===== config.mk =====
export PLATFORM = sky130hd
export DESIGN_NAME = if_fetch_unit
export DESIGN_NICKNAME = d
export VERILOG_FILES = /design/src/rtl/if_fetch_unit.sv
export SDC_FILE = /design/constraint.sdc
export NUM_CORES = 1
export LEC_CHECK = 0
export ABC_AREA = 1
export BUFFER_PORTS_ARGS = -buffer_cell sky130_fd_sc_hd__buf_2
export CAP_MARGIN = 5
export CELL_PAD_IN_SITES_DETAIL_PLACEMENT = 0
export CELL_PAD_IN_SITES_GLOBAL_PLACEMENT = 1
export CORE_MARGIN = 3
export CORE_UTILIZATION = 40
export DETAILED_ROUTE_END_ITERATION = 10
export PLACE_DENSITY_LB_ADDON = 0.25
export SLEW_MARGIN = 20
export SYNTH_ARGS = -nofsm -noshare
export SYNTH_HDL_FRONTEND = slang
export SYNTH_SLANG_ARGS = --single-unit

===== constraint.sdc =====
create_clock -name clk -period 7.77 [get_ports clk]
set_input_delay 1.554 -clock clk [delete_from_list [all_inputs] [get_ports clk]]
set_output_delay 1.554 -clock clk [all_outputs]
set_load 0.01 [all_outputs]

===== src/rtl/if_fetch_unit.sv =====
// Instruction fetch front end: issues one imem read per cycle while the queue has room,
// captures responses one cycle later, and presents the oldest entry to decode.
module if_fetch_unit #(
  parameter int          QDEPTH    = 2,
  parameter logic [31:0] NOP_INSTR = 32'h0000_0013
) (
  input  logic        clk,
  input  logic        reset,
  input  logic [31:0] pc_in,
  output logic        pc_hold,
  input  logic        flush,
  output logic        imem_req,
  output logic [31:0] imem_addr,
  input  logic [31:0] imem_rdata,
  output logic        id_valid,
  input  logic        id_ready,
  output logic [31:0] id_pc,
  output logic [31:0] id_instr,
  output logic        id_misalign
);

  localparam int PW = $clog2(QDEPTH);
  localparam int CW = PW + 1;
  localparam logic [CW:0] DEPTH_V = (CW+1)'(QDEPTH);

  typedef struct packed {
    logic [31:0] pc;
    logic [31:0] instr;
    logic        mis;
  } entry_t;

  entry_t          q [QDEPTH];
  entry_t          head;
  logic [PW-1:0]   rd_ptr, wr_ptr;
  logic [CW-1:0]   count;
  logic            inflight;
  logic [31:0]     req_pc;
  logic            req_mis;
  logic            pop, push, issue;
  logic [CW:0]     occ;

  assign pop  = id_valid & id_ready;
  assign push = inflight & ~flush & ~reset;

  // Occupancy after this cycle: entries held plus the response still owed, minus what decode takes.
  assign occ   = {1'b0, count} + (CW+1)'(inflight) - (CW+1)'(pop);
  assign issue = ~reset & ~flush & (occ < DEPTH_V);

  assign imem_req  = issue;
  assign imem_addr = {pc_in[31:2], 2'b00};
  assign pc_hold   = ~issue & ~flush & ~reset;

  always_ff @(posedge clk) begin
    if (reset || flush) begin
      count    <= '0;
      rd_ptr   <= '0;
      wr_ptr   <= '0;
      inflight <= 1'b0;
      if (reset) begin
        req_pc  <= '0;
        req_mis <= 1'b0;
      end
    end else begin
      inflight <= issue;
      if (issue) begin
        req_pc  <= pc_in;
        req_mis <= (pc_in[1:0] != 2'b00);
      end
      if (push) wr_ptr <= wr_ptr + PW'(1);
      if (pop)  rd_ptr <= rd_ptr + PW'(1);
      case ({push, pop})
        2'b10:   count <= count + CW'(1);
        2'b01:   count <= count - CW'(1);
        default: count <= count;
      endcase
    end
  end

  // Storage needs no reset; count gates every read.
  always_ff @(posedge clk) begin
    if (push) q[wr_ptr] <= '{pc: req_pc, instr: imem_rdata, mis: req_mis};
  end

  assign head        = q[rd_ptr];
  assign id_valid    = (count != '0);
  assign id_pc       = id_valid ? head.pc    : 32'h0;
  assign id_instr    = id_valid ? head.instr : NOP_INSTR;
  assign id_misalign = id_valid & head.mis;

endmodule


==> flow_summary.toml <==
[outcome]
status = "completed"

[detailed_routing]
ant_nets = 0
drtIter0Drc = 217
wl_per_cell_um = 15.11
avgViaCountPerCell = 4.585
vias = 4104
dr.pass1.iters = 4
postRouteWirelength_um = 13520
remaining_drc_errors = 0

[setup_path]
critPathRequiredTime_ns = 6.22
r2r_setup_slack_ns = 4.65
crit_type = "in2out"
arrival_ns = 3.24
critPathMaxFanout = 4
cp-start-kind = "input pin"
setup.worst_path.end_class = "primary output"

[logic_synthesis]
synth_top_area_share_pct = 72.16
yosysSeqAreaShare_pct = 73.93
synth_area_leaders = "edfxtp_1, nand2_1, a21oi_1, buf_4, inv_1"
synthCells = 532
syn_avg_cell_area_um2 = 12.75
yosys_warnings = 0
synth_seq_cells = 169
yosys.area.top_type = "edfxtp_1"
syn_area_um2 = 6783
synth_cell_types = 23

[place]
io_buffers = 165
dp_hpwl_um = 8196
gp_congestion = 0.7290

[sta]
finalSetupViolCount = 0
clock_skew_ns = 0.005416
period_share_pct = 61.67
period_needed_ns = 4.792
rsz0062_at_grt = "false"
finalMaxSlewViolations = 0
clock.fmax_mhz = 208.7
maxSlewHeadroom_pct = 32.08
tns_ns = 0
finalHoldViolCount = 0
worst_pin_slew_ns = 1.016

[clocking]
cts-buffers-inserted = 17
post-cts-setup-buffers = 0
worstSkewPairLatency_ns = 0.42
cts_num_sinks = 169
cts_hold_buf = 0
path_clk_slew_ns = 0.06
cts_resized = 0
cts_root_buffer = "clkbuf_16"
htree_num_levels = 4
cts_buffer_depth = 2
cts_tree = "built"

[die]
core_region_area_um2 = 16230
ioPinCount = 168
fp.dieW_um = 136.2
rows = 46
start_util_pct = 41.79
die-area_um2 = 18560
fp.dieH_um = 136.2

[global_routing]
grt_max_degree = 66
gr-total-overflow = 0
grt_pass1_wl_um = 20540
grt_pass1_vias = 4064
antenna_found_initial = 0
grt_use_total_pct = 14.68

[flow_run]
cap_violations = 0

[power_and_ir_drop]
power_density_nw_per_um2 = 240.1
p_leak_uw = 0.003399
power.total_uw = 1956
ir_worst_vdd_mv = 0.1566

[final_layout]
num_antenna_cells = 0
layout.nets = 737
drive_gt1_share_pct = 32.99
syn2layout_area_growth_pct = 20.14
seq_area_um2 = 5016
multiInputGateArea_um2 = 1237
fillers = 1451
post-route-util_pct = 50.21

[hold_path]
hold_path.class = "reg2reg"
==> flip-flops by register name, summed over array words and instances (netlist names), named ones only <==
signal / cells
inflight: 1
req_pc: 32
req_mis: 1
wr_ptr: 1
q: 130
rd_ptr: 1
count: 2
==> kinds of logic (layout without fill, tap and decap cells) <==
| kind of cell | after synthesis | in the layout | synth area share, % |
|---|---|---|---|
| buf+inv | 99 | 245 | 8.264 |
| fa+ha+maj | 3 | 3 | 0.6640 |
| flops | 169 | 169 | 73.93 |
| simple gates | 192 | 192 | 11.31 |
| other cells | 1 | 2 | 0.05529 |
| compound gates | 68 | 68 | 5.774 |
==> routing by layer <==
layer | vias up | track usage [%] | share of wire, %
met4 | 0 | 6.047 | 1.4
li1 | 2023 | - | -
met5 | - | 0 | 0
met3 | 14 | 4.478 | 6.2
met2 | 121 | 25.76 | 50
met1 | 1946 | 16.64 | 42
==> synth_stat cells <==
cell type / count
fa_1: 1
nand3_1: 3
nand3_2: 1
dfxtp_1: 6
clkbuf_1: 2
buf_6: 6
conb_1: 1
nor2_8: 1
nand4_1: 1
buf_2: 13
a21oi_2: 13
o21ai_0: 2
a21oi_1: 52
nor2_4: 2
inv_2: 1
o21bai_1: 1
or2_2: 1
buf_4: 34
nor2_1: 43
edfxtp_1: 163
nand2_1: 140
ha_1: 2
inv_1: 43
==> final timing paths <==
check	start	depth (start not counted)	to
hold / removal	req_pc[0]	0	q[1][33]
setup / recovery	id_ready	9	imem_req
hold reg to reg	req_pc[0]	0	q[1][33]
setup reg to reg	count[1]	7	req_pc[19]
==> power breakdown <==
part           internal, uW  switching, uW
registers              1020           8.07
logic                  27.9           45.3
clock network           506            344
==> through the flow <==
step                      worst slack, ns  instances  instance area (um^2)  hold slack (ns)
after floorplan                     2.735        533                  6787           0.4215
after global placement              3.007        863                  7545           0.4221
after detailed placement            2.963        863                  7547           0.4322
after CTS                           2.960        895                  8149           0.4472
after global routing                2.887        895                  8149           0.4565
final                               2.978        895                  8149           0.4434
==> critical path: stages <==
cell and delay (ns):
buf_2 0.07, inv_1 0.05, nor2_4 0.13, ha_1 0.23, or2_2 0.30, fa_1 0.51, nand3_2 0.13, nor2_1 0.11
buf_2 0.14
==> layout make-up <==
cell class	instances	share of cell area [%]
Sequential cell	169	61.55
Multi-Input combinational cell	265	15.19
Timing Repair Buffer	169	10.50
Clock buffer	17	5.220
Tap cell	216	3.316
Clock inverter	15	2.165
Inverter	44	2.057
==> layout by cell type (no fill, tap or decap), types with 2 or more instances in the layout <==
master	Yosys	layout
nand2_1	140	140
nor2_4	2	4
inv_1	43	42
clkbuf_16	0	17
clkinv_2	0	3
dfxtp_1	6	5
buf_4	34	4
clkinv_4	0	4
ha_1	2	2
nor2_1	43	41
bufinv_16	0	3
edfxtp_1	163	163
inv_6	0	2
a21oi_1	52	52
a21oi_2	13	13
nand3_1	3	3
clkinvlp_4	0	2
conb_1	1	2
o21ai_0	2	2
buf_2	13	165
Power figures use the tool's default switching activity.
